==> src/rtl/dcache_arb_if.sv <==
// Requester and data-cache signal bundle for dcache_arbiter.
// The slave modport is the arbiter. The master modport is the environment: both requesters plus the cache read-data return.
interface dcache_arb_if;
   logic        a_req;
   logic        a_we;
   logic [31:0] a_addr;
   logic [31:0] a_wdata;
   logic        a_done;
   logic [31:0] a_rdata;
   logic        a_err;

   logic        b_req;
   logic        b_we;
   logic [31:0] b_addr;
   logic [31:0] b_wdata;
   logic        b_done;
   logic [31:0] b_rdata;
   logic        b_err;

   logic [31:0] dc_addr;
   logic [31:0] dc_data_in;
   logic [4:0]  dc_uop;
   logic [31:0] dc_data_out;
   logic        busy;

   modport master (
      output a_req, a_we, a_addr, a_wdata,
      output b_req, b_we, b_addr, b_wdata,
      output dc_data_out,
      input  a_done, a_rdata, a_err,
      input  b_done, b_rdata, b_err,
      input  dc_addr, dc_data_in, dc_uop, busy
   );

   modport slave (
      input  a_req, a_we, a_addr, a_wdata,
      input  b_req, b_we, b_addr, b_wdata,
      input  dc_data_out,
      output a_done, a_rdata, a_err,
      output b_done, b_rdata, b_err,
      output dc_addr, dc_data_in, dc_uop, busy
   );
endinterface

==> src/rtl/dcache_arbiter.sv <==
// Two-port data-cache access controller.
// It arbitrates between port A (CPU) and port B (debug/DMA) and runs one cache access at a time.
// Each access walks IDLE -> ISSUE -> RESP -> DONE. An out-of-range address goes straight from IDLE to DONE with err set.
// Optional feature: define DCACHE_ARB_STARVE_EN to force a B grant after STARVE_LIMIT consecutive A grants made while B waits.
module dcache_arbiter (
   input  logic        clock,
   input  logic        reset_n,
   dcache_arb_if.slave bus
);
   localparam int unsigned ADDR_BITS = 5;
   localparam int unsigned UOP_W     = 5;
   localparam int unsigned DATA_W    = 32;
   localparam logic [UOP_W-1:0] STR_UOP = 5'b01001;
   localparam logic [UOP_W-1:0] LDR_UOP = 5'b01010;
   localparam logic [UOP_W-1:0] NOP_UOP = 5'b00000;
`ifdef DCACHE_ARB_STARVE_EN
   localparam int unsigned STARVE_LIMIT = 4;
   localparam int unsigned CNT_W        = 3;
`endif

   typedef enum logic [1:0] {
      S_IDLE  = 2'd0,
      S_ISSUE = 2'd1,
      S_RESP  = 2'd2,
      S_DONE  = 2'd3
   } state_t;

   state_t              state_q, state_d;
   logic                owner_b_q, owner_b_d;
   logic                we_q, we_d;
   logic [DATA_W-1:0]   dc_addr_q, dc_addr_d;
   logic [DATA_W-1:0]   dc_data_in_q, dc_data_in_d;
   logic [UOP_W-1:0]    dc_uop_q, dc_uop_d;
   logic [DATA_W-1:0]   a_rdata_q, a_rdata_d;
   logic [DATA_W-1:0]   b_rdata_q, b_rdata_d;
   logic                a_done_q, a_done_d;
   logic                b_done_q, b_done_d;
   logic                a_err_q, a_err_d;
   logic                b_err_q, b_err_d;
   logic                busy_q, busy_d;
`ifdef DCACHE_ARB_STARVE_EN
   logic [CNT_W-1:0]    starve_q, starve_d;
`endif

   logic                grant_b_c;
   logic                sel_we_c;
   logic [DATA_W-1:0]   sel_addr_c;
   logic [DATA_W-1:0]   sel_wdata_c;
   logic                in_range_c;

   // Arbitration: A has fixed priority unless B has waited through too many A grants.
   always_comb begin
      grant_b_c = bus.b_req && !bus.a_req;
`ifdef DCACHE_ARB_STARVE_EN
      if (bus.b_req && (starve_q == CNT_W'(STARVE_LIMIT))) begin
         grant_b_c = 1'b1;
      end
`endif
      sel_we_c    = grant_b_c ? bus.b_we    : bus.a_we;
      sel_addr_c  = grant_b_c ? bus.b_addr  : bus.a_addr;
      sel_wdata_c = grant_b_c ? bus.b_wdata : bus.a_wdata;
      in_range_c  = (sel_addr_c[DATA_W-1:ADDR_BITS] == '0);
   end

   // State and output registers; reset leaves the cache micro-op at NOP, so a pending store is dropped.
   always_ff @(posedge clock or negedge reset_n) begin
      if (!reset_n) begin
         state_q      <= S_IDLE;
         owner_b_q    <= 1'b0;
         we_q         <= 1'b0;
         dc_addr_q    <= '0;
         dc_data_in_q <= '0;
         dc_uop_q     <= NOP_UOP;
         a_rdata_q    <= '0;
         b_rdata_q    <= '0;
         a_done_q     <= 1'b0;
         b_done_q     <= 1'b0;
         a_err_q      <= 1'b0;
         b_err_q      <= 1'b0;
         busy_q       <= 1'b0;
`ifdef DCACHE_ARB_STARVE_EN
         starve_q     <= '0;
`endif
      end else begin
         state_q      <= state_d;
         owner_b_q    <= owner_b_d;
         we_q         <= we_d;
         dc_addr_q    <= dc_addr_d;
         dc_data_in_q <= dc_data_in_d;
         dc_uop_q     <= dc_uop_d;
         a_rdata_q    <= a_rdata_d;
         b_rdata_q    <= b_rdata_d;
         a_done_q     <= a_done_d;
         b_done_q     <= b_done_d;
         a_err_q      <= a_err_d;
         b_err_q      <= b_err_d;
         busy_q       <= busy_d;
`ifdef DCACHE_ARB_STARVE_EN
         starve_q     <= starve_d;
`endif
      end
   end

   // Next-state and next-output logic; done, err and rdata default low so they pulse for one cycle.
   always_comb begin
      state_d      = state_q;
      owner_b_d    = owner_b_q;
      we_d         = we_q;
      dc_addr_d    = dc_addr_q;
      dc_data_in_d = dc_data_in_q;
      dc_uop_d     = dc_uop_q;
      a_rdata_d    = '0;
      b_rdata_d    = '0;
      a_done_d     = 1'b0;
      b_done_d     = 1'b0;
      a_err_d      = 1'b0;
      b_err_d      = 1'b0;
`ifdef DCACHE_ARB_STARVE_EN
      starve_d     = starve_q;
`endif

      case (state_q)
         S_IDLE: begin
            dc_uop_d     = NOP_UOP;
            dc_addr_d    = '0;
            dc_data_in_d = '0;
            if (bus.a_req || bus.b_req) begin
               owner_b_d = grant_b_c;
               we_d      = sel_we_c;
`ifdef DCACHE_ARB_STARVE_EN
               if (grant_b_c) begin
                  starve_d = '0;
               end else if (bus.b_req) begin
                  starve_d = starve_q + CNT_W'(1);
               end
`endif
               if (in_range_c) begin
                  dc_uop_d     = sel_we_c ? STR_UOP : LDR_UOP;
                  dc_addr_d    = sel_addr_c;
                  dc_data_in_d = sel_we_c ? sel_wdata_c : '0;
                  state_d      = S_ISSUE;
               end else begin
                  a_done_d = !grant_b_c;
                  b_done_d = grant_b_c;
                  a_err_d  = !grant_b_c;
                  b_err_d  = grant_b_c;
                  state_d  = S_DONE;
               end
            end
         end
         S_ISSUE: begin
            dc_uop_d = NOP_UOP;
            state_d  = S_RESP;
         end
         S_RESP: begin
            if (owner_b_q) begin
               b_done_d  = 1'b1;
               b_rdata_d = we_q ? '0 : bus.dc_data_out;
            end else begin
               a_done_d  = 1'b1;
               a_rdata_d = we_q ? '0 : bus.dc_data_out;
            end
            dc_addr_d    = '0;
            dc_data_in_d = '0;
            state_d      = S_DONE;
         end
         S_DONE: begin
            state_d = S_IDLE;
         end
         default: begin
            state_d = S_IDLE;
         end
      endcase

      busy_d = (state_d != S_IDLE);
   end

   assign bus.a_done     = a_done_q;
   assign bus.b_done     = b_done_q;
   assign bus.a_err      = a_err_q;
   assign bus.b_err      = b_err_q;
   assign bus.a_rdata    = a_rdata_q;
   assign bus.b_rdata    = b_rdata_q;
   assign bus.dc_addr    = dc_addr_q;
   assign bus.dc_data_in = dc_data_in_q;
   assign bus.dc_uop     = dc_uop_q;
   assign bus.busy       = busy_q;
endmodule

==> src/flat_wrapper.sv <==
// flat-port wrapper written by rule: the top's interface ports become plain ports
module dcache_arbiter_flat 
  (clock, reset_n, bus_a_req, bus_a_we, bus_a_addr, bus_a_wdata, bus_b_req, bus_b_we, bus_b_addr, bus_b_wdata, bus_dc_data_out, bus_a_done, bus_a_rdata, bus_a_err, bus_b_done, bus_b_rdata, bus_b_err, bus_dc_addr, bus_dc_data_in, bus_dc_uop, bus_busy);
  dcache_arb_if bus_i ();
  input  logic clock;
  input  logic reset_n;
  input wire logic [$bits(bus_i.a_req)-1:0] bus_a_req;
  input wire logic [$bits(bus_i.a_we)-1:0] bus_a_we;
  input wire logic [$bits(bus_i.a_addr)-1:0] bus_a_addr;
  input wire logic [$bits(bus_i.a_wdata)-1:0] bus_a_wdata;
  input wire logic [$bits(bus_i.b_req)-1:0] bus_b_req;
  input wire logic [$bits(bus_i.b_we)-1:0] bus_b_we;
  input wire logic [$bits(bus_i.b_addr)-1:0] bus_b_addr;
  input wire logic [$bits(bus_i.b_wdata)-1:0] bus_b_wdata;
  input wire logic [$bits(bus_i.dc_data_out)-1:0] bus_dc_data_out;
  output wire logic [$bits(bus_i.a_done)-1:0] bus_a_done;
  output wire logic [$bits(bus_i.a_rdata)-1:0] bus_a_rdata;
  output wire logic [$bits(bus_i.a_err)-1:0] bus_a_err;
  output wire logic [$bits(bus_i.b_done)-1:0] bus_b_done;
  output wire logic [$bits(bus_i.b_rdata)-1:0] bus_b_rdata;
  output wire logic [$bits(bus_i.b_err)-1:0] bus_b_err;
  output wire logic [$bits(bus_i.dc_addr)-1:0] bus_dc_addr;
  output wire logic [$bits(bus_i.dc_data_in)-1:0] bus_dc_data_in;
  output wire logic [$bits(bus_i.dc_uop)-1:0] bus_dc_uop;
  output wire logic [$bits(bus_i.busy)-1:0] bus_busy;
  assign bus_i.a_req = bus_a_req;
  assign bus_i.a_we = bus_a_we;
  assign bus_i.a_addr = bus_a_addr;
  assign bus_i.a_wdata = bus_a_wdata;
  assign bus_i.b_req = bus_b_req;
  assign bus_i.b_we = bus_b_we;
  assign bus_i.b_addr = bus_b_addr;
  assign bus_i.b_wdata = bus_b_wdata;
  assign bus_i.dc_data_out = bus_dc_data_out;
  assign bus_a_done = bus_i.a_done;
  assign bus_a_rdata = bus_i.a_rdata;
  assign bus_a_err = bus_i.a_err;
  assign bus_b_done = bus_i.b_done;
  assign bus_b_rdata = bus_i.b_rdata;
  assign bus_b_err = bus_i.b_err;
  assign bus_dc_addr = bus_i.dc_addr;
  assign bus_dc_data_in = bus_i.dc_data_in;
  assign bus_dc_uop = bus_i.dc_uop;
  assign bus_busy = bus_i.busy;
  dcache_arbiter u_core (.clock(clock), .reset_n(reset_n), .bus(bus_i));
endmodule
==> config.mk <==
export PLATFORM = sky130hd
export DESIGN_NAME = dcache_arbiter_flat
export DESIGN_NICKNAME = d
export VERILOG_FILES = /design/src/rtl/dcache_arb_if.sv /design/src/rtl/dcache_arbiter.sv /design/src/flat_wrapper.sv
export SDC_FILE = /design/constraint.sdc
export NUM_CORES = 1
export LEC_CHECK = 0
export BUFFER_PORTS_ARGS = -buffer_cell sky130_fd_sc_hd__buf_2
export CAP_MARGIN = 10
export CELL_PAD_IN_SITES_DETAIL_PLACEMENT = 1
export CELL_PAD_IN_SITES_GLOBAL_PLACEMENT = 2
export CORE_ASPECT_RATIO = 1.2
export CORE_MARGIN = 1.5
export CORE_UTILIZATION = 26
export DETAILED_ROUTE_END_ITERATION = 6
export PLACE_DENSITY_LB_ADDON = 0.12
export SKIP_CTS_REPAIR_TIMING = 1
export SLEW_MARGIN = 20
export SYNTH_ARGS = -nofsm -noshare
export SYNTH_HDL_FRONTEND = slang
export SYNTH_SLANG_ARGS = --single-unit
==> constraint.sdc <==
create_clock -name clock -period 2 [get_ports clock]
set_clock_uncertainty 0.15 [all_clocks]
set_input_delay 0.4 -clock clock [delete_from_list [all_inputs] [get_ports clock]]
set_output_delay 0.4 -clock clock [all_outputs]
set_load 0.03 [all_outputs]
== Word-level counts from Yosys, hierarchy flattened ==
Cells that the tools add are included.
W data, S select, Z words.
Storage, ports and cells
  output and inout bits: 138
  logic and storage cells: 58
  register bits: 142
Operators by class
  reductions and logical operators: 10
  equality and inequality tests: 3
  mux-type cells: 32
Operator list (number)
  $mux W32: 12
  $pmux W32 S2: 2
  $logic_not A27 Y1: 1
  $mux W5: 2
  $pmux W5 S2: 1
  $mux W1: 9
  $pmux W2 S4: 1
  $mux W2: 3
  $reduce_bool A2 Y1: 3
  $eq A2 B2 Y1 const B: 2
  $pmux W1 S2: 2
  $eq A2 B1 Y1 const B: 1
  $logic_not A1 Y1: 2
  $logic_not A2 Y1: 1
  $reduce_and A2 Y1: 1
  $logic_and A1 B1 Y1: 1
  $logic_or A1 B1 Y1: 1

== Longest topological paths before layout ==
Gate-level depths: netlist of run 1.
  depth after elaboration: 8
  mapped depth: 7
  depth with buffers taken out: 5

== Worst setup path before layout of run 1 ==
No wires, ideal clock.
  path type: register to register
  start: register u_core.state_q[1]
  end: register u_core.dc_data_in_q[10] (netlist: u_core.bus.dc_data_in[10])
  buffers on the path: 1
  required time: 1.776 ns
  data arrival time: 1.498 ns
  setup slack: 0.278 ns
  stages on the path, launching flop included: 7
  period minus slack after synthesis: 1.722 ns
  cell sequence: dfrtp_1 > inv_1 > ha_1 > nor2b_1 > nand4_2 > buf_6 > o21ai_2
Between the ends
  cells in the longest elaborated chain, start to end: 2
  elaborated cells between the ends (all ways): 4
  those cells by class: eq/ne (1); mux (1); reduce/logical (2)
Ends and longest elaborated chain
  from (decl): RTL line dcache_arbiter.sv:28  | state_t state_q, state_d;
  from (signal assigned): RTL line dcache_arbiter.sv:85  | state_q <= state_d;
  $eq A2 B2 Y1 / $logic_not A2 Y1 (equally long branches): RTL line dcache_arbiter.sv:122  | case (state_q)
  $pmux W32 S2 / $reduce_bool A2 Y1 (equally long branches)
  to (signal assigned): RTL line dcache_arbiter.sv:89  | dc_data_in_q <= dc_data_in_d;
  to (decl): RTL line dcache_arbiter.sv:32  | logic [DATA_W-1:0] dc_data_in_q, dc_data_in_d;
Several ways; a longest one is shown, not always the timed one.
A chain may end at the register's enable or synchronous reset.

== Final worst setup path of run 1 ==
  start: register u_core.state_q[0]
  end: register u_core.dc_data_in_q[31] (netlist: u_core.bus.dc_data_in[31])
Same word-level chain as after synthesis.

==> reports/results.ini, run 1 <==
[setup_path]
cp-start-kind=flip-flop
path_cells=inv_1 -> ha_1 -> nor2b_1 -> nand4_2 -> buf_12 -> o21ai_0
worstSetupEndpointType=flip-flop
required_ps=2180
cpPeakStageDelay_ps=360
path_class=reg2reg
cp_slowest_cell=dfrtp_1
cp_max_fo=32
worstPathArrival_ps=1980
r2r_cells=6

[synthesis]
synth_cell_type_count=27
yosysWarnings=0
async_flop_share_pct=100
synth_edf_count=0
avgSynthCellArea_um2=11.9
syn_inst=460
syn_area_um2=5460
synth.top_cell.area_share_pct=64.2
yosys.area.top_type=dfrtp_1
synth_seq_area_share_pct=64.2
synthTopCellsByArea=dfrtp_1 64%, mux2i_1 6.2%, nor2_1 4.8%
synthTopCellsByCount=140 x dfrtp_1, 70 x nor2_1, 37 x nand2_1, 35 x nand2b_1, 34 x mux2i_1
ys.flop_type=dfrtp_1
synth_seq_cells=140
synth_most_common_cell=dfrtp_1

[floorplanning]
start_util_pct=26.7
die_x_um=135
ios=304
core_area_um2=20400
die_h_um=162
die-area_um2=21900
rows=57

[sta]
hold_violations=0
layout_setup_ws_ps=197
holdWs_ps=84.8
min_period_over_period_pct=90.2
slew_violations=0
finalSetupTns_ps=0
rsz0062_at_grt=no
timing.final.crit_period_ps=1800
max_freq_mhz=554
setup_viol=0

[layout]
final_area_um2=7960
antenna_cells=0
instances_no_fill=1049
fill_cells=2381
area_growth_pct=46.0
drive_gt1_share_pct=49.2
ff_latch_area_um2=3500
multi_input_area_um2=1800
fin_nets=940

[route]
wl_per_cell_um=17.1
drt_iter0_markers=161
wirelength_um=18000
viasPerCell=4.41
via_count=4621
firstDrtPassIters=4
drc=0
ant_nets=0

[clocking]
cts_sinks=140
cts_buffers=17
clockBufferDepth=2
cts_tree=yes
htreeDepth=4
clockRootBuffer=clkbuf_16
clkTransAtPathRegs_ps=60
clkLatencyLatePin_ps=410

[power]
leakage_nw=4.54
p_per_area_nw_per_um2=1110
ir_worst_vdd_uv=581

[placement]
dp_hpwl_um=13500
portBuffers=301
dp_slack_ps=-113
placed_area_um2=7380
gp_congestion=0.840
dp.cells=1016

[global_routing]
grt_pass1_wl_um=28500
overflow=0
grt_pass1_vias=5168
antenna_found_initial=1
grt_max_degree=65
grt_usage_pct=17.1

[min_path]
hold_path_depth=3
hold_class=in2reg

[job]
drv_cap=0

[run_status]
status=finished, final reports clean

==> per-layer routing <==
metal	vias up	wire length (um)	track usage (%)
li1	2152	-	-
met1	2258	7320	20.4
met2	182	8820	28.7
met3	27	1480	5.90
met4	2	355	5.77
met5	-	13	0
==> through the flow <==
| stage | util [%] | power, mW |
|---|---|---|
| 2_1_floorplan | - | 4.84 |
| 6_report | 39.0 | 8.88 |
| 3_5_place_dp | 36.2 | 5.94 |
| 3_3_place_gp | 36.2 | 5.88 |
| 4_1_cts | 39.0 | 9.07 |
| 5_1_grt | 39.0 | 9.42 |
==> power breakdown <==
| group | total (mW) | switching, mW | leakage, nW | internal (mW) |
|---|---|---|---|---|
| Clock | 3.06 | 1.29 | 0.263 | 1.78 |
| Sequential | 3.22 | 0.0927 | 1.93 | 3.13 |
| Combinational | 2.60 | 1.77 | 2.34 | 0.827 |
| Total | 8.88 | 3.15 | 4.54 | 5.73 |
==> flip-flops by register name (all words and copies together) (netlist names), 2 cells and up <==
register               flops
u_core.bus.a_rdata        32
u_core.bus.dc_uop          3
u_core.bus.dc_addr        32
u_core.state_q             2
u_core.bus.b_rdata        32
u_core.bus.dc_data_in     32
==> final cells by class <==
type,instances,area share (%)
flip-flops and latches,140,44.0
multi-input cells,288,22.6
repair buffers,321,21.9
clock buffers,19,5.56
well taps,265,4.16
clock inverters,13,1.67
inverters,3,0.141
==> cells in the final DEF (no fill, tap or decap), types with 2 or more instances in the layout <==
master and instances:
dfrtp_1 140, nor2_1 69, inv_8 2, o21ai_0 7
a32o_1 7, mux2i_1 34, clkinvlp_4 6, a31oi_1 2
a21oi_1 2, buf_2 300, and2_1 27, inv_6 4
nor3_1 2, buf_4 13, nor2b_1 3, nand2b_1 34
inv_1 3, o21ai_2 30, nor4_1 12, conb_1 2
clkbuf_16 17, a22o_1 7, nand4_1 4, buf_12 6
nand2_1 37, ha_1 3
==> cells by family after synthesis <==
kind of cell	synth area share [%]
buffers and inverters	3.00
AND/OR/NAND/NOR	17.3
multiplexers	6.24
flip-flops	64.2
adder cells (fa/ha/maj)	0.688
AO/OA/AOI/OAI	8.44
other	0.0687
==> final timing paths <==
kind                                           startpoint                         to  slack, ps
worst max-delay path                    u_core.state_q[0]  u_core.bus.dc_data_in[31]        200
worst min-delay path                  bus_dc_data_out[19]     u_core.bus.a_rdata[19]         80
worst max register to register          u_core.state_q[0]  u_core.bus.dc_data_in[31]        200
worst min register to register  u_core.bus.dc_data_in[15]  u_core.bus.dc_data_in[15]        320
max in group asynchronous                         reset_n     u_core.bus.dc_addr[24]        760
min in group asynchronous                         reset_n  u_core.bus.dc_data_in[29]        310
==> critical path: cells and delay by family, from the launching register on <==
family          cells  cell delay [ps]
simple gates        2              430
flops               1              360
compound gates      1              190
buf+inv             2              290
fa+ha+maj           1              280
(Power assumes the default switching activity.)
==> run 2: changes to the inputs <==
Settings changed: RECOVER_POWER set to 50, SLEW_MARGIN 20 to 0.
==> reports/results.ini, run 2 (same netlist as run 1, synthesis figures left out) <==
[layout]
mostFrequentLayoutCells=273 x buf_2, 140 x dfrtp_1, 70 x nor2_1, 37 x nand2_1
final_area_um2=7890  ; -0.99%
final_common_cell=buf_2
area_growth_pct=44.5
fill_cells=2389  ; +0.34%
instances_no_fill=1049  ; unchanged
drive_gt1_share_pct=45.5  ; -3.7 points
final_core_util_pct=38.7  ; -0.39 points
antenna_cells=0  ; unchanged
fin_nets=940  ; unchanged

[floorplanning]
core_area_um2=20400  ; unchanged
die_h_um=162  ; unchanged
die-area_um2=21900  ; unchanged
start_util_pct=26.7  ; unchanged
rows=57  ; unchanged
ios=304  ; unchanged
die_x_um=135  ; unchanged

[sta]
layout_setup_ws_ps=186  ; -10.2 ps
rsz0062_at_grt=no
hold_violations=0  ; unchanged
worstMarginPinSlew_ps=1090
timing.final.crit_period_ps=1810  ; +10.2 ps
slew_violations=0  ; unchanged
min_period_over_period_pct=90.7  ; +0.51 points
slew_headroom_pct=27.5
setup_viol=0  ; unchanged
max_freq_mhz=551  ; -0.56%

[route]
viasPerCell=4.41  ; +0.19%
ant_nets=0  ; unchanged
wirelength_um=18000  ; about the same
firstDrtPassIters=4  ; unchanged
drc=0  ; unchanged
via_count=4630  ; +0.19%
wl_per_cell_um=17.1  ; about the same
drt_iter0_markers=170  ; +5.6%

[setup_path]
worstPathArrival_ps=2000  ; +20 ps
rr_startpoint=u_core.state_q[1]
reg2reg_slack_ps=190  ; about the same
r2r_cells=7  ; +1
timing.rr.end=u_core.bus.dc_data_in[19]
cp_max_fo=64  ; +100%
required_ps=2190  ; about the same
cp-start-kind=flip-flop
path_class=reg2reg
worstSetupEndpointType=flip-flop

[clocking]
clkTransAtPathRegs_ps=60  ; about the same
clockBufferDepth=2  ; unchanged
clockRootBuffer=clkbuf_16
cts_buffers=17  ; unchanged
cts_sinks=140  ; unchanged
cts_tree=yes
htreeDepth=4  ; unchanged
clkLatencyLatePin_ps=410  ; about the same

[global_routing]
antenna_found_initial=1  ; unchanged
grt_max_degree=65  ; unchanged
grt_usage_pct=17.1  ; unchanged
overflow=0  ; unchanged
grt_pass1_vias=5168  ; unchanged
grt_pass1_wl_um=28500  ; unchanged

[placement]
gp_congestion=0.840  ; unchanged
dp.cells=1016  ; unchanged
dp_slack_ps=-113  ; unchanged
portBuffers=301  ; unchanged
placed_area_um2=7380  ; unchanged
dp_hpwl_um=13500  ; unchanged

[run_status]
status=finished, final reports clean

[power]
leakage_nw=4.40  ; -3.0%
ir_worst_vdd_uv=582  ; +0.11%
p_total_mw=8.77  ; -1.2%
p_per_area_nw_per_um2=1110  ; -0.21%

[min_path]
hold_path_depth=3  ; unchanged
min-delay-start=bus_dc_data_out[17]
hold-path-endpoint=u_core.bus.a_rdata[17]
hold_class=in2reg

[job]
drv_cap=0  ; unchanged

==> run 2: power breakdown <==
part,switching [mW],internal (mW),total [mW]
registers,0.0942,3.13,3.22
clock network,1.28,1.78,3.06
logic,1.75,0.741,2.49
==> run 2: area by class of cell <==
cell class | count | area (um^2) | share of cell area, %
sequential | 140 | 3500 | 44.4
multi-input combinational | 288 | 1790 | 22.8
inverter | 3 | 11.3 | 0.143
clock buffer | 19 | 443 | 5.62
clock inverter | 13 | 133 | 1.68
timing repair buffer | 321 | 1670 | 21.2
tap | 265 | 332 | 4.21
==> run 2: critical path, stage by stage, from the launching register on <==
cell and delay [ps]:
dfrtp_1 370, inv_1 90, ha_1 200, buf_4 180, nor2_1 230, buf_12 280
nand2_1 120, o21ai_2 80
==> run 2: through the flow <==
stage	hold slack, ps	TNS [ps]
floorplan	-45.6	0
global placement	179	0
detailed placement	191	-2340
CTS	-268	0
global route	68.3	0
finish	82.9	0
==> run 2: how the worst max path moves through the flow <==
stage                      startpoint                        end  slack (ps)  cells after the start
floorplan           u_core.state_q[1]  u_core.bus.dc_data_in[10]         280                      6
global placement        bus_a_addr[7]  u_core.bus.dc_data_in[31]          20                      8
detailed placement      bus_a_addr[7]  u_core.bus.dc_data_in[31]        -110                      8
CTS                 u_core.state_q[0]  u_core.bus.dc_data_in[31]         180                      6
global route        u_core.state_q[1]   u_core.bus.dc_data_in[3]          70                      7
finish              u_core.state_q[1]  u_core.bus.dc_data_in[19]         190                      7
==> run 2: metal layers <==
metal | part of all wire, % | wire length [um] | GRT usage (%) | vias to the layer above
met4 | 2.1 | 371 | 5.77 | 2
met5 | 0.072 | 13 | 0 | -
met3 | 8.0 | 1430 | 5.90 | 29
met1 | 41 | 7280 | 20.4 | 2270
met2 | 49 | 8870 | 28.7 | 180
li1 | - | - | - | 2149
==> run 3: changes to the inputs <==
Settings changed: CORE_UTILIZATION 26 to 27, CTS_BUF_LIST set to sky130_fd_sc_hd__clkbuf_4, SETUP_SLACK_MARGIN set to 0.4.
==> reports/results.ini, run 3 (same netlist as run 1, synthesis figures left out) <==
[route]
wl_per_cell_um=18.1  ; +5.7%
routed-wl-met3_um=1430  ; about the same
firstDrtPassIters=6  ; +2
via_count=5192  ; +12%
wl_met2_um=11400  ; +28%
wirelength_um=21300  ; +19%
highest_layer=met4
met1Wirelength_um=8090  ; +11%
drc=0  ; unchanged
drt_iter0_markers=125  ; -26%
viasPerCell=4.40  ; -0.23%
ant_nets=0  ; unchanged

[sta]
worstMarginPinSlew_ps=786  ; -302 ps
max_freq_mhz=546  ; -0.94%
slew_headroom_pct=47.6  ; +20 points
slew_violations=0  ; unchanged
finalSetupTns_ps=0  ; unchanged
rsz0062_at_grt=yes
timing.final.crit_period_ps=1830  ; +17.2 ps
hold_violations=0  ; unchanged
setup_viol=0  ; unchanged
min_period_over_period_pct=91.5  ; +0.86 points

[min_path]
hold_path_depth=3  ; unchanged
hold_class=in2reg

[setup_path]
worstPathArrival_ps=2090  ; +90 ps
path_class=reg2reg
required_ps=2260  ; +70 ps
cp_top_family=buffers and inverters
cp-start-kind=flip-flop
cp_slowest_cell=dfrtp_1
path_cells=inv_2 -> ha_1 -> clkbuf_1 -> nor2_4 -> buf_12 -> clkbuf_16 -> a32o_1
crit_cells=7  ; unchanged
crit_buf_inv=4  ; +1
r2r_cells=7  ; unchanged
cpPeakStageDelay_ps=420  ; +50 ps
cp_max_fo=9  ; -86%
worstSetupEndpointType=flip-flop

[power]
swShare_pct=38.2  ; +2.6 points
p_int_mw=5.60  ; -0.67%
ir_worst_vdd_uv=419  ; -28%
pwr-share-comb_pct=44.4  ; +16 points
leakage_nw=5.21  ; +18%
p_per_area_nw_per_um2=910  ; -18%
p_seq_share_pct=36.1  ; -0.6 points
p_clk_share_pct=19.6  ; -15 points
power_switching_mw=3.47  ; +11%
p_total_mw=9.07  ; +3.4%

[placement]
portBuffers=301  ; unchanged
gp_congestion=0.765  ; -8.9%
dp.cells=1010  ; -0.59%
dp_hpwl_um=13600  ; +0.34%
placed_area_um2=7400  ; +0.31%

[layout]
drive_gt1_share_pct=50.7  ; +5.2 points
multi_input_area_um2=1930  ; +7.4%
area_growth_pct=82.7
final_area_um2=9970  ; +26%
ff_latch_area_um2=3500  ; unchanged
fill_cells=2178  ; -8.8%
mostFrequentLayoutCells=164 x buf_2, 140 x buf_6, 140 x dfrtp_1, 81 x dlygate4sd3_1, 69 x nor2_1
final_common_cell=buf_2
instances_no_fill=1179  ; +12%
fin_nets=1073  ; +14%

[clocking]
htreeDepth=4  ; unchanged
clockBufferDepth=2  ; unchanged
cts_buffers=17  ; unchanged
cts_sinks=140  ; unchanged
clkLatencyLatePin_ps=530  ; +120 ps
cts_tree=yes
clkTransAtPathRegs_ps=140  ; +80 ps
clockRootBuffer=clkbuf_4

[global_routing]
overflow=0  ; unchanged
grt_max_degree=65  ; unchanged
grt_pass1_vias=5219  ; +0.99%
grt_usage_pct=17.5  ; +0.36 points
grt_pass1_wl_um=28600  ; +0.26%
antenna_found_initial=1  ; unchanged

[run_status]
status=finished, final reports clean

[floorplanning]
start_util_pct=27.7  ; +0.96 points
ios=304  ; unchanged
die_h_um=159  ; -1.8%
core_area_um2=19700  ; -3.5%
die-area_um2=21100  ; -3.6%
rows=56  ; -1.8%
die_x_um=133  ; -1.8%

[job]
drv_cap=0  ; unchanged

run 3: power groups by stage:
| stage | Sequential [mW] | Combinational [mW] | Clock [mW] |
|---|---|---|---|
| 6_report | 3.27 | 4.02 | 1.77 |
| 5_1_grt | 3.30 | 4.29 | 1.98 |
| 3_3_place_gp | 3.26 | 2.61 | 0 |
| 2_1_floorplan | 3.80 | 1.07 | 0 |
| 3_5_place_dp | 3.26 | 2.66 | 0 |
| 4_1_cts | 3.21 | 2.66 | 1.87 |
run 3: worst reg2reg max path, stage by stage, from the launching register on:
cell	delay [ps]
dfrtp_1	420
inv_2	110
ha_1	250
clkbuf_1	190
nor2_4	60
buf_12	150
clkbuf_16	180
a32o_1	210
run 3: layout make-up:
type | count | area share, %
Multi-Input combinational cell | 288 | 19.3
Timing Repair Buffer | 454 | 39.4
Sequential cell | 140 | 35.1
Inverter | 3 | 0.113
Clock inverter | 14 | 1.33
Tap cell | 261 | 3.28
Antenna cell | 1 | 0.0251
Clock buffer | 18 | 1.36
run 3: per-layer routing:
metal / up-vias / global-route usage (%)
met5: - / 0
met4: 0 / 5.59
met3: 21 / 5.91
met2: 209 / 29.7
met1: 2550 / 20.6
li1: 2412 / -
run 3: worst paths after layout:
| check | startpoint | end | slack, ps |
|---|---|---|---|
| worst max-delay path | u_core.state_q[0] | u_core.bus.dc_addr[1] | 170 |
| worst min-delay path | bus_b_wdata[10] | u_core.bus.dc_data_in[10] | 50 |
| worst max register to register | u_core.state_q[0] | u_core.bus.dc_addr[1] | 170 |
| worst min register to register | u_core.bus.dc_data_in[11] | u_core.bus.dc_data_in[11] | 370 |
| max in group asynchronous | reset_n | u_core.state_q[1] | 300 |
| min in group asynchronous | reset_n | u_core.bus.dc_data_in[4] | 310 |
run 3: metrics by stage:
step           hold slack, ps  setup slack, ps  utilization (%)
6_report                 48.0              169             50.6
5_1_grt                 -19.1              107             50.6
4_1_cts                  -514              103             38.9
3_5_place_dp              144             -191             37.6
3_3_place_gp              140             -209             37.6
2_1_floorplan           -45.6              378                -
